--- src/rtl/cdma_lite_pkg.sv ---
// Shared register map, bit positions, response codes and decode helpers for the
// CDMA-lite responder.
package cdma_lite_pkg;

  localparam logic [7:0] OFF_CR  = 8'h00;
  localparam logic [7:0] OFF_SR  = 8'h04;
  localparam logic [7:0] OFF_SA  = 8'h18;
  localparam logic [7:0] OFF_DA  = 8'h20;
  localparam logic [7:0] OFF_BTT = 8'h28;

  localparam int IOC_IRQEN_BIT = 12;
  localparam int RESET_BIT     = 2;
  localparam int IDLE_BIT      = 1;
  localparam int IOC_IRQ_BIT   = 12;

  localparam logic [1:0] RESP_OKAY   = 2'b00;
  localparam logic [1:0] RESP_SLVERR = 2'b10;

  typedef enum logic [2:0] {
    SEL_CR,
    SEL_SR,
    SEL_SA,
    SEL_DA,
    SEL_BTT,
    SEL_NONE
  } reg_sel_e;

  function automatic reg_sel_e decode_reg(input logic [7:0] byte_addr);
    case (byte_addr & 8'hFC)
      OFF_CR:  return SEL_CR;
      OFF_SR:  return SEL_SR;
      OFF_SA:  return SEL_SA;
      OFF_DA:  return SEL_DA;
      OFF_BTT: return SEL_BTT;
      default: return SEL_NONE;
    endcase
  endfunction

  function automatic logic [31:0] merge_strb(input logic [31:0] old_v,
                                             input logic [31:0] new_v,
                                             input logic [3:0]  strb);
    logic [31:0] r;
    r = old_v;
    for (int b = 0; b < 4; b++) begin
      if (strb[b]) r[b*8 +: 8] = new_v[b*8 +: 8];
    end
    return r;
  endfunction

endpackage

--- src/rtl/cdma_lite_responder_if.sv ---
// AXI4-Lite bus bundle between the CDMA init master and the responder.
interface cdma_lite_responder_if #(
  parameter int ADDR_W = 6
);
  logic [ADDR_W-1:0] S_AXI_AWADDR;
  logic [2:0]        S_AXI_AWPROT;
  logic              S_AXI_AWVALID;
  logic              S_AXI_AWREADY;
  logic [31:0]       S_AXI_WDATA;
  logic [3:0]        S_AXI_WSTRB;
  logic              S_AXI_WVALID;
  logic              S_AXI_WREADY;
  logic [1:0]        S_AXI_BRESP;
  logic              S_AXI_BVALID;
  logic              S_AXI_BREADY;
  logic [ADDR_W-1:0] S_AXI_ARADDR;
  logic [2:0]        S_AXI_ARPROT;
  logic              S_AXI_ARVALID;
  logic              S_AXI_ARREADY;
  logic [31:0]       S_AXI_RDATA;
  logic [1:0]        S_AXI_RRESP;
  logic              S_AXI_RVALID;
  logic              S_AXI_RREADY;

  // Every channel: a transfer happens on a rising edge where VALID and READY are
  // both high; VALID and its payload stay stable until that edge.
  modport master (
    output S_AXI_AWADDR, S_AXI_AWPROT, S_AXI_AWVALID, S_AXI_WDATA, S_AXI_WSTRB,
           S_AXI_WVALID, S_AXI_BREADY, S_AXI_ARADDR, S_AXI_ARPROT, S_AXI_ARVALID,
           S_AXI_RREADY,
    input  S_AXI_AWREADY, S_AXI_WREADY, S_AXI_BRESP, S_AXI_BVALID, S_AXI_ARREADY,
           S_AXI_RDATA, S_AXI_RRESP, S_AXI_RVALID
  );

  modport slave (
    input  S_AXI_AWADDR, S_AXI_AWPROT, S_AXI_AWVALID, S_AXI_WDATA, S_AXI_WSTRB,
           S_AXI_WVALID, S_AXI_BREADY, S_AXI_ARADDR, S_AXI_ARPROT, S_AXI_ARVALID,
           S_AXI_RREADY,
    output S_AXI_AWREADY, S_AXI_WREADY, S_AXI_BRESP, S_AXI_BVALID, S_AXI_ARREADY,
           S_AXI_RDATA, S_AXI_RRESP, S_AXI_RVALID
  );
endinterface

--- src/rtl/cdma_xfer_timer.sv ---
// Busy-period model of one DMA transfer: ceil(BTT/4) word beats plus a fixed
// latency, with a one-cycle done pulse on the final busy cycle.
module cdma_xfer_timer #(
  parameter int BTT_W    = 23,
  parameter int XFER_LAT = 4
) (
  input  logic             clk,
  input  logic             rst,
  input  logic             load_i,
  input  logic [BTT_W-1:0] btt_i,
  input  logic             abort_i,
  output logic             busy_o,
  output logic             done_o
);
  logic [BTT_W-1:0] cnt_q, cnt_d;
  logic [BTT_W:0]   btt_round;

  assign btt_round = {1'b0, btt_i} + (BTT_W+1)'(3);

  always_comb begin
    cnt_d = cnt_q;
    if (abort_i) begin
      cnt_d = '0;
    end else if (load_i) begin
      cnt_d = BTT_W'(btt_round >> 2) + BTT_W'(XFER_LAT);
    end else if (cnt_q != '0) begin
      cnt_d = cnt_q - BTT_W'(1);
    end
  end

  always_ff @(posedge clk) begin
    if (rst) cnt_q <= '0;
    else     cnt_q <= cnt_d;
  end

  assign busy_o = (cnt_q != '0);
  assign done_o = (cnt_q == BTT_W'(1));
endmodule

--- src/rtl/cdma_lite_responder.sv ---
// AXI4-Lite register responder standing in for the Xilinx CDMA during init checks.
// Define CDMA_RESP_SLVERR_EN to answer unmapped addresses with SLVERR instead of OKAY.
module cdma_lite_responder
  import cdma_lite_pkg::*;
#(
  parameter int ADDR_W   = 6,
  parameter int BTT_W    = 23,
  parameter int XFER_LAT = 4
) (
  input  logic                 ACLK,
  input  logic                 ARESET,
  cdma_lite_responder_if.slave s_axi,
  output logic                 IRQ,
  output logic                 XFER_BUSY
);
`ifdef CDMA_RESP_SLVERR_EN
  localparam logic [1:0] UNMAPPED_RESP = RESP_SLVERR;
`else
  localparam logic [1:0] UNMAPPED_RESP = RESP_OKAY;
`endif

  logic              aw_held_q, w_held_q, bvalid_q, rvalid_q, irq_q;
  logic [ADDR_W-1:0] awaddr_q;
  logic [31:0]       wdata_q, rdata_q;
  logic [3:0]        wstrb_q;
  logic [1:0]        bresp_q, rresp_q;
  logic              ioc_en_q, ioc_en_d, ioc_irq_q, ioc_irq_d;
  logic [31:0]       sa_q, sa_d, da_q, da_d;
  logic [BTT_W-1:0]  btt_q, btt_d, btt_new;
  logic [1:0]        bresp_d, rd_resp;
  logic [31:0]       rd_data;
  logic              aw_hs, w_hs, ar_hs, do_write, soft_rst, xfer_load;
  logic              xfer_busy, xfer_done;
  reg_sel_e          wr_sel, rd_sel;
  logic              unused_prot;

  assign unused_prot = ^{s_axi.S_AXI_AWPROT, s_axi.S_AXI_ARPROT};

  assign s_axi.S_AXI_AWREADY = ~ARESET & ~aw_held_q & ~bvalid_q;
  assign s_axi.S_AXI_WREADY  = ~ARESET & ~w_held_q & ~bvalid_q;
  assign s_axi.S_AXI_ARREADY = ~ARESET & ~rvalid_q;
  assign s_axi.S_AXI_BVALID  = bvalid_q;
  assign s_axi.S_AXI_BRESP   = bresp_q;
  assign s_axi.S_AXI_RVALID  = rvalid_q;
  assign s_axi.S_AXI_RDATA   = rdata_q;
  assign s_axi.S_AXI_RRESP   = rresp_q;
  assign IRQ                 = irq_q;
  assign XFER_BUSY           = xfer_busy;

  assign aw_hs    = s_axi.S_AXI_AWVALID & s_axi.S_AXI_AWREADY;
  assign w_hs     = s_axi.S_AXI_WVALID & s_axi.S_AXI_WREADY;
  assign ar_hs    = s_axi.S_AXI_ARVALID & s_axi.S_AXI_ARREADY;
  assign do_write = aw_held_q & w_held_q & ~bvalid_q;
  assign wr_sel   = decode_reg(8'(awaddr_q));
  assign rd_sel   = decode_reg(8'(s_axi.S_AXI_ARADDR));
  assign btt_new  = BTT_W'(merge_strb(32'(btt_q), wdata_q, wstrb_q));

  always_comb begin
    ioc_en_d  = ioc_en_q;
    ioc_irq_d = ioc_irq_q;
    sa_d      = sa_q;
    da_d      = da_q;
    btt_d     = btt_q;
    bresp_d   = bresp_q;
    soft_rst  = 1'b0;
    xfer_load = 1'b0;
    if (do_write) begin
      bresp_d = RESP_OKAY;
      case (wr_sel)
        SEL_CR: begin
          if (wstrb_q[RESET_BIT/8] && wdata_q[RESET_BIT]) soft_rst = 1'b1;
          if (wstrb_q[IOC_IRQEN_BIT/8]) ioc_en_d = wdata_q[IOC_IRQEN_BIT];
        end
        SEL_SR: if (wstrb_q[IOC_IRQ_BIT/8] && wdata_q[IOC_IRQ_BIT]) ioc_irq_d = 1'b0;
        SEL_SA: sa_d = merge_strb(sa_q, wdata_q, wstrb_q);
        SEL_DA: da_d = merge_strb(da_q, wdata_q, wstrb_q);
        SEL_BTT: begin
          // BTT is frozen while a transfer runs; the write is still acknowledged.
          if (!xfer_busy) begin
            btt_d     = btt_new;
            xfer_load = (btt_new != '0);
          end
        end
        default: bresp_d = UNMAPPED_RESP;
      endcase
    end
    // Completion beats a same-cycle W1C; a soft reset beats everything.
    if (xfer_done) ioc_irq_d = 1'b1;
    if (soft_rst) begin
      ioc_en_d  = 1'b0;
      ioc_irq_d = 1'b0;
      sa_d      = '0;
      da_d      = '0;
      btt_d     = '0;
    end
  end

  always_comb begin
    rd_data = '0;
    rd_resp = RESP_OKAY;
    case (rd_sel)
      SEL_CR:  rd_data[IOC_IRQEN_BIT] = ioc_en_q;
      SEL_SR: begin
        rd_data[IOC_IRQ_BIT] = ioc_irq_q;
        rd_data[IDLE_BIT]    = ~xfer_busy;
      end
      SEL_SA:  rd_data = sa_q;
      SEL_DA:  rd_data = da_q;
      SEL_BTT: rd_data = 32'(btt_q);
      default: rd_resp = UNMAPPED_RESP;
    endcase
  end

  always_ff @(posedge ACLK) begin
    if (ARESET) begin
      aw_held_q <= 1'b0;
      awaddr_q  <= '0;
      w_held_q  <= 1'b0;
      wdata_q   <= '0;
      wstrb_q   <= '0;
      bvalid_q  <= 1'b0;
      bresp_q   <= RESP_OKAY;
      rvalid_q  <= 1'b0;
      rdata_q   <= '0;
      rresp_q   <= RESP_OKAY;
      ioc_en_q  <= 1'b0;
      ioc_irq_q <= 1'b0;
      sa_q      <= '0;
      da_q      <= '0;
      btt_q     <= '0;
      irq_q     <= 1'b0;
    end else begin
      if (aw_hs) begin
        aw_held_q <= 1'b1;
        awaddr_q  <= s_axi.S_AXI_AWADDR;
      end else if (do_write) begin
        aw_held_q <= 1'b0;
      end
      if (w_hs) begin
        w_held_q <= 1'b1;
        wdata_q  <= s_axi.S_AXI_WDATA;
        wstrb_q  <= s_axi.S_AXI_WSTRB;
      end else if (do_write) begin
        w_held_q <= 1'b0;
      end
      if (do_write)                bvalid_q <= 1'b1;
      else if (s_axi.S_AXI_BREADY) bvalid_q <= 1'b0;
      bresp_q <= bresp_d;
      if (ar_hs) begin
        rvalid_q <= 1'b1;
        rdata_q  <= rd_data;
        rresp_q  <= rd_resp;
      end else if (s_axi.S_AXI_RREADY) begin
        rvalid_q <= 1'b0;
      end
      ioc_en_q  <= ioc_en_d;
      ioc_irq_q <= ioc_irq_d;
      sa_q      <= sa_d;
      da_q      <= da_d;
      btt_q     <= btt_d;
      irq_q     <= ioc_irq_q & ioc_en_q;
    end
  end

  cdma_xfer_timer #(
    .BTT_W    (BTT_W),
    .XFER_LAT (XFER_LAT)
  ) u_timer (
    .clk     (ACLK),
    .rst     (ARESET),
    .load_i  (xfer_load),
    .btt_i   (btt_new),
    .abort_i (soft_rst),
    .busy_o  (xfer_busy),
    .done_o  (xfer_done)
  );
endmodule
--- src/flat_wrapper.sv ---
// flat-port wrapper written by rule: the top's interface ports become plain ports
module cdma_lite_responder_flat import cdma_lite_pkg::*;
#(
  parameter int ADDR_W   = 6,
  parameter int BTT_W    = 23,
  parameter int XFER_LAT = 4
)
  (ACLK, ARESET, IRQ, XFER_BUSY, s_axi_S_AXI_AWADDR, s_axi_S_AXI_AWPROT, s_axi_S_AXI_AWVALID, s_axi_S_AXI_WDATA, s_axi_S_AXI_WSTRB, s_axi_S_AXI_WVALID, s_axi_S_AXI_BREADY, s_axi_S_AXI_ARADDR, s_axi_S_AXI_ARPROT, s_axi_S_AXI_ARVALID, s_axi_S_AXI_RREADY, s_axi_S_AXI_AWREADY, s_axi_S_AXI_WREADY, s_axi_S_AXI_BRESP, s_axi_S_AXI_BVALID, s_axi_S_AXI_ARREADY, s_axi_S_AXI_RDATA, s_axi_S_AXI_RRESP, s_axi_S_AXI_RVALID);
  cdma_lite_responder_if #(.ADDR_W(ADDR_W)) s_axi_i ();
  input  logic ACLK;
  input  logic ARESET;
  output logic IRQ;
  output logic XFER_BUSY;
  input wire logic [$bits(s_axi_i.S_AXI_AWADDR)-1:0] s_axi_S_AXI_AWADDR;
  input wire logic [$bits(s_axi_i.S_AXI_AWPROT)-1:0] s_axi_S_AXI_AWPROT;
  input wire logic [$bits(s_axi_i.S_AXI_AWVALID)-1:0] s_axi_S_AXI_AWVALID;
  input wire logic [$bits(s_axi_i.S_AXI_WDATA)-1:0] s_axi_S_AXI_WDATA;
  input wire logic [$bits(s_axi_i.S_AXI_WSTRB)-1:0] s_axi_S_AXI_WSTRB;
  input wire logic [$bits(s_axi_i.S_AXI_WVALID)-1:0] s_axi_S_AXI_WVALID;
  input wire logic [$bits(s_axi_i.S_AXI_BREADY)-1:0] s_axi_S_AXI_BREADY;
  input wire logic [$bits(s_axi_i.S_AXI_ARADDR)-1:0] s_axi_S_AXI_ARADDR;
  input wire logic [$bits(s_axi_i.S_AXI_ARPROT)-1:0] s_axi_S_AXI_ARPROT;
  input wire logic [$bits(s_axi_i.S_AXI_ARVALID)-1:0] s_axi_S_AXI_ARVALID;
  input wire logic [$bits(s_axi_i.S_AXI_RREADY)-1:0] s_axi_S_AXI_RREADY;
  output wire logic [$bits(s_axi_i.S_AXI_AWREADY)-1:0] s_axi_S_AXI_AWREADY;
  output wire logic [$bits(s_axi_i.S_AXI_WREADY)-1:0] s_axi_S_AXI_WREADY;
  output wire logic [$bits(s_axi_i.S_AXI_BRESP)-1:0] s_axi_S_AXI_BRESP;
  output wire logic [$bits(s_axi_i.S_AXI_BVALID)-1:0] s_axi_S_AXI_BVALID;
  output wire logic [$bits(s_axi_i.S_AXI_ARREADY)-1:0] s_axi_S_AXI_ARREADY;
  output wire logic [$bits(s_axi_i.S_AXI_RDATA)-1:0] s_axi_S_AXI_RDATA;
  output wire logic [$bits(s_axi_i.S_AXI_RRESP)-1:0] s_axi_S_AXI_RRESP;
  output wire logic [$bits(s_axi_i.S_AXI_RVALID)-1:0] s_axi_S_AXI_RVALID;
  assign s_axi_i.S_AXI_AWADDR = s_axi_S_AXI_AWADDR;
  assign s_axi_i.S_AXI_AWPROT = s_axi_S_AXI_AWPROT;
  assign s_axi_i.S_AXI_AWVALID = s_axi_S_AXI_AWVALID;
  assign s_axi_i.S_AXI_WDATA = s_axi_S_AXI_WDATA;
  assign s_axi_i.S_AXI_WSTRB = s_axi_S_AXI_WSTRB;
  assign s_axi_i.S_AXI_WVALID = s_axi_S_AXI_WVALID;
  assign s_axi_i.S_AXI_BREADY = s_axi_S_AXI_BREADY;
  assign s_axi_i.S_AXI_ARADDR = s_axi_S_AXI_ARADDR;
  assign s_axi_i.S_AXI_ARPROT = s_axi_S_AXI_ARPROT;
  assign s_axi_i.S_AXI_ARVALID = s_axi_S_AXI_ARVALID;
  assign s_axi_i.S_AXI_RREADY = s_axi_S_AXI_RREADY;
  assign s_axi_S_AXI_AWREADY = s_axi_i.S_AXI_AWREADY;
  assign s_axi_S_AXI_WREADY = s_axi_i.S_AXI_WREADY;
  assign s_axi_S_AXI_BRESP = s_axi_i.S_AXI_BRESP;
  assign s_axi_S_AXI_BVALID = s_axi_i.S_AXI_BVALID;
  assign s_axi_S_AXI_ARREADY = s_axi_i.S_AXI_ARREADY;
  assign s_axi_S_AXI_RDATA = s_axi_i.S_AXI_RDATA;
  assign s_axi_S_AXI_RRESP = s_axi_i.S_AXI_RRESP;
  assign s_axi_S_AXI_RVALID = s_axi_i.S_AXI_RVALID;
  cdma_lite_responder #(.ADDR_W(ADDR_W), .BTT_W(BTT_W), .XFER_LAT(XFER_LAT)) u_core (.ACLK(ACLK), .ARESET(ARESET), .s_axi(s_axi_i), .IRQ(IRQ), .XFER_BUSY(XFER_BUSY));
endmodule
--- config.mk ---
export PLATFORM = sky130hd
export DESIGN_NAME = cdma_lite_responder_flat
export DESIGN_NICKNAME = d
export VERILOG_FILES = /design/src/rtl/cdma_lite_pkg.sv /design/src/rtl/cdma_lite_responder_if.sv /design/src/rtl/cdma_xfer_timer.sv /design/src/rtl/cdma_lite_responder.sv /design/src/flat_wrapper.sv
export SDC_FILE = /design/constraint.sdc
export NUM_CORES = 1
export LEC_CHECK = 0
export BUFFER_PORTS_ARGS = -buffer_cell sky130_fd_sc_hd__buf_4
export CAP_MARGIN = 0
export CORE_MARGIN = 4
export CORE_UTILIZATION = 58
export CTS_CLUSTER_DIAMETER = 60
export DETAILED_ROUTE_END_ITERATION = 6
export PLACE_DENSITY = 0.8
export SLEW_MARGIN = 0
export SYNTH_ARGS = -nofsm -noshare
export SYNTH_HDL_FRONTEND = slang
export SYNTH_SLANG_ARGS = --single-unit
--- constraint.sdc ---
create_clock -name ACLK -period 3.6 [get_ports ACLK]
set_clock_uncertainty 0.1 [all_clocks]
set_input_delay 0 -clock ACLK [delete_from_list [all_inputs] [get_ports ACLK]]
set_output_delay 0 -clock ACLK [all_outputs]
set_load 0.02 [all_outputs]
======== Yosys cells after proc, flatten, opt, wreduce, memory -nomap -nowiden ========
Index checks and enable logic that the tools add are counted.
operators by class
  add/subtract/negate cells ............... 3
  muxes and demuxes ....................... 29
  equality and inequality tests ........... 17
  reductions and logical operators ........ 28
  bitwise logic cells ..................... 17
operators with widths
  operator               number
  $pmux 19 s3            1
  $mux 23                2
  $reduce_bool 23->1     2
  $reduce_and 3->1       11
  $pmux 10 s3            1
  $pmux 3 s5             2
  $add 23x2->24 const B  1
  $add 22x3->23 const B  1
  $eq 23x1->1 const B    1
  $sub 23x1->23 const B  1
  $mux 1                 17
  $eq 4x4->1 const B     4
  $logic_not 8->1        2
  $mux 8                 2
  $reduce_bool 2->1      8
  $eq 3x2->1 const B     4
  $and 1x1->1            11
  $eq 4x1->1 const B     2
  $eq 4x3->1 const B     2
  $mux 7                 1
  $eq 3x1->1 const B     2
  $eq 3x3->1 const B     2
  $logic_not 3->1        2
  $not 1->1              6
  other kinds (5)        6
storage, ports and cells
  logic and storage cells ................. 115
  output and inout port bits .............. 43
  flip-flop bits (word level) ............. 191
  bits of input ports ..................... 61

======== Depth between registers and ports, before layout ========
  depth after elaboration ................. 6
  mapped depth ............................ 13
  depth with buffers taken out ............ 11

======== Modules after synthesis ========
From an unflattened synthesis, not the netlist that was laid out.
second synthesis, totals
  cells, all modules ...................... 1026
  area, all modules ....................... 8912.3 µm²
modules (own cells, without submodules)
  module               area each (µm²)  cells an instance  times used  seq. area each (µm²)
  cdma_lite_responder  6927.9           766                1           3323.2
  cdma_xfer_timer      1984.4           260                1           460.4

======== Worst setup path after synthesis ========
OpenSTA, ideal clock, no wires.
  path type ............................... reg-to-reg
  from .................................... reg u_core.wstrb_q[0]
  to ...................................... reg u_core.u_timer.cnt_q[18]
  clock period less this slack ............ 3068 ps
  arrival time ............................ 2838 ps
  buffers on the path ..................... 2
  required time ........................... 3369 ps
  cell stages (with the launch flop) ...... 14
  library setup time ...................... 131 ps
  slack ................................... 532 ps
  cell sequence ........................... dfxtp_1 > buf_2 > buf_2 > and3b_1 > o211ai_1 > xnor2_1 > ha_1 > nand3b_1 > or3_1 > nand2_1 > nand4_1 > a211oi_1 > xor2_1 > o22ai_1
between the ends
  longest elaborated chain between the ends .. 6
  elaborated cells on any way between the ends .. 14
  classes of those cells .................. add/sub: 2; mux: 8; reduce/logical: 4
RTL lines
  element                                                                RTL line                    source
  from (decl)                                                            cdma_lite_responder.sv:25   logic [3:0] wstrb_q;
  from (signal assigned)                                                 cdma_lite_responder.sv:142  wstrb_q <= s_axi.S_AXI_WSTRB;
  parallel branches: the longest is 6 deep, another holds $add 23x2->24  n/a
  to (signal assigned)                                                   cdma_xfer_timer.sv:33       else cnt_q <= cnt_d;
  to (decl)                                                              cdma_xfer_timer.sv:15       logic [BTT_W-1:0] cnt_q, cnt_d;
Parallel ways; which one is timed is not known.
A chain may end at the register's enable or synchronous reset.

======== Worst setup path in the final report ========
  from .................................... reg u_core.wstrb_q[0]
  to ...................................... reg u_core.u_timer.cnt_q[20]
Same word-level chain as after synthesis.

==> out/results.ini <==
[placement]
dp_hpwl_mm = 16.3
placedCellCount = 1328
gp_congestion = 0.872
portBuffers = 89

[detailed_routing]
wl_mm = 26.0
dr.pass1.iters = 7
drtIter0Drc = 980
wire_per_inst_microns = 18.2
drc = 9
route.vias.total = 8714
vias_per_cell = 6.12
postRouteAntennaNets = 0

[synth]
synth_common_cells = nand2_1, dfxtp_1, a21oi_1, nor2_1, nand3_1
synth_edf_count = 0
synthDistinctLibCells = 59
synthSimpleGateAreaFrac = 0.259
async_flop_share = 0
synth_area_leaders = dfxtp_1, a21oi_1, nand2_1, nor2_1, nand3_1
ys_warn_count = 0
avgSynthCellArea_sq_um = 7.97
synth_seq_cells = 189
synth-xor-area-share = 0.0393
syn_area_sq_mm = 0.00867
post-synth-top-area-cell = dfxtp_1
synth_fa_ha_area_frac = 0.00433
yosysMostFrequentCell = nand2_1
synthFlopType = dfxtp_1
synth_compound_area_frac = 0.176
synth.top_cell.area_share = 0.437
synthCells = 1087
synth_top_family_by_area = simple AND/OR/NAND/NOR gates
synthMuxAreaShare = 0.0462
ys_seq_area_frac = 0.437

[sta]
finalCritPeriodShare = 0.924
max_freq_ghz = 0.301
rsz0062_at_grt = false
relSlewSlack = 0.209
layout_min_cycle_time_ps = 3330
worst_pin_slew_ps = 1180
fin_setup_tns_ps = 0
setup_viol = 0
slew_viol_final = 0
hold_viol = 0

[clocking]
numCtsBuffers = 17
cts_tree = done
cts_sinks = 189
clock_path_buffers = 2
clockRootBuffer = clkbuf_16
path_clk_slew_ps = 80
htreeDepth = 4
clk_latency_ps = 440

[floorplan]
die_w_microns = 130
initial_core_util = 0.594
core_area_sq_mm = 0.0146
ios = 104
fp-row-count = 44
die_area_sq_mm = 0.0170
dieHeight_microns = 130

[hold_path]
hp-start = s_axi_S_AXI_AWVALID
min_to = u_core.aw_held_q
min_path_cells = 4
hold_path.class = input port to flop

[global_routing]
antenna_found_initial = 0
grt_max_degree = 53
grt_pass1_wl_mm = 41.2
grt-ovfl-total = 0
grt_use_total = 0.305
grt_pass1_vias = 8338

[critical_path]
start_kind = flop
cp.arrival_ps = 3550
reg2reg_depth = 12
required_ps = 3820
crit-reg2reg-launch = u_core.wstrb_q[0]
path_class = flop to flop
startpoint = u_core.wstrb_q[0]
rrSetupSlack_ps = 270
crit_path_max_fanout = 28
crit_path_end_kind = flop
r2r_end = u_core.u_timer.cnt_q[20]

[final_layout]
fin_cells = 1425
layout.nets = 1292
layout-drive-gt1-share = 0.154
syn2layout_area_growth_pct = 25.7
multi_input_area_sq_mm = 0.00462
seq_area_sq_mm = 0.00378
antennaDiodeCount = 0
num-fill-cells = 1068

[power]
ir_worst_vdd_mv = 0.369
power.leakage_nw = 3.94
p_per_area_mw_per_mm2 = 489

[run_status]
violations = DRC
outcome = finished, violations left

[run]
cap_violations = 0

-- cell type report --
cell class,count,area share
Multi-Input combinational cell,822,0.425
Sequential cell,189,0.347
Clock inverter,15,0.0151
Timing Repair Buffer,196,0.152
Tap cell,184,0.0211
Inverter,2,0.000689
Clock buffer,17,0.0391
-- per-layer routing --
layer	global-route usage	vias to the layer above	routed length, microns
li1	-	4142	-
met1	0.380	4112	10500
met2	0.513	391	12900
met3	0.0540	69	1830
met4	0.141	0	743
met5	0	-	0
-- through the flow --
stage                     hold WS, ps  setup WS, ps  instance area [sq um]  utilization  power (mW)
after floorplan                0.0571           532                   8680            -        3.09
after global placement           86.2           369                   9650        0.661        3.38
after detailed placement         94.5           268                   9650        0.661        3.41
after CTS                        22.1           245                  10900        0.746        5.30
after global routing             51.3          16.7                  10900        0.746        5.54
final                            32.3           272                  10900        0.746        5.32
-- layout by cell type, fill, tap and decap left out, drive strengths merged, types with 4 or more instances in the layout --
master         n
nand2        190
dfxtp        189
a21oi        148
buf          132
nor2         116
nand3         78
dlygate4sd3   64
nor3          39
mux2i         31
a211oi        28
xnor2         23
a222oi        23
clkbuf        17
xor2          15
o21ai         12
a221oi        10
inv           10
mux2           8
nand4          7
nor3b          7
and3           6
or3            6
and2           6
o22ai          6
or4            6
nand2b         5
nor4           5
nand3b         4
conb           4
clkinvlp       4
or2            4
-- logic make-up after synthesis --
| kind of cell | after synthesis |
|---|---|
| other cells | 1 |
| flops | 189 |
| simple gates | 492 |
| fa+ha+maj | 3 |
| buf+inv | 79 |
| xor+xnor | 38 |
| compound gates | 246 |
| mux | 39 |
-- what timing repair did --
| item | 4_1_cts | 5_1_grt |
|---|---|---|
| gates resized for setup | 0 | 1 |
| endpoints found under the hold margin | 53 | 0 |
| hold buffers | 64 | 0 |
| endpoints found under the setup margin | 0 | 2 |
| buffers inserted | 0 | 1 |
-- power breakdown --
part / internal, mW / total (mW) / switching (mW)
combinational: 0.483 / 1.11 / 0.624
sequential: 2.21 / 2.33 / 0.123
clock: 0.933 / 1.88 / 0.951
-- how the worst max path moves through the flow --
stage,cells after the start,end,slack (ps)
6_report,12,u_core.u_timer.cnt_q[20],270
4_1_cts,12,u_core.u_timer.cnt_q[18],250
5_1_grt,12,u_core.u_timer.cnt_q[20],20
3_3_place_gp,12,u_core.u_timer.cnt_q[18],370
3_5_place_dp,12,u_core.u_timer.cnt_q[18],270
2_1_floorplan,13,u_core.u_timer.cnt_q[18],530
-- worst max-delay path, cell delays in order, from the launching register on --
cell	delay (ps)
dfxtp_1	390
buf_12	190
mux2_2	410
o2111ai_1	240
xor2_1	220
ha_1	230
nand3b_1	90
or3_1	360
nand2_1	150
nand4_1	240
a211oi_1	330
xor2_1	170
o22ai_1	90
-- state kept, by name (all words and copies together), names as in the netlist --
register,flops
u_core.wstrb_q,4
u_core.sa_q,32
u_core.da_q,32
u_core.IRQ,1
u_core.wdata_q,32
u_core.s_axi.S_AXI_RVALID,1
u_core.s_axi.S_AXI_BVALID,1
u_core.awaddr_q,4
u_core.btt_q,23
u_core.aw_held_q,1
u_core.w_held_q,1
u_core.ioc_en_q,1
u_core.u_timer.cnt_q,23
u_core.s_axi.S_AXI_RDATA,32
u_core.ioc_irq_q,1
(Power assumes the default switching activity.)
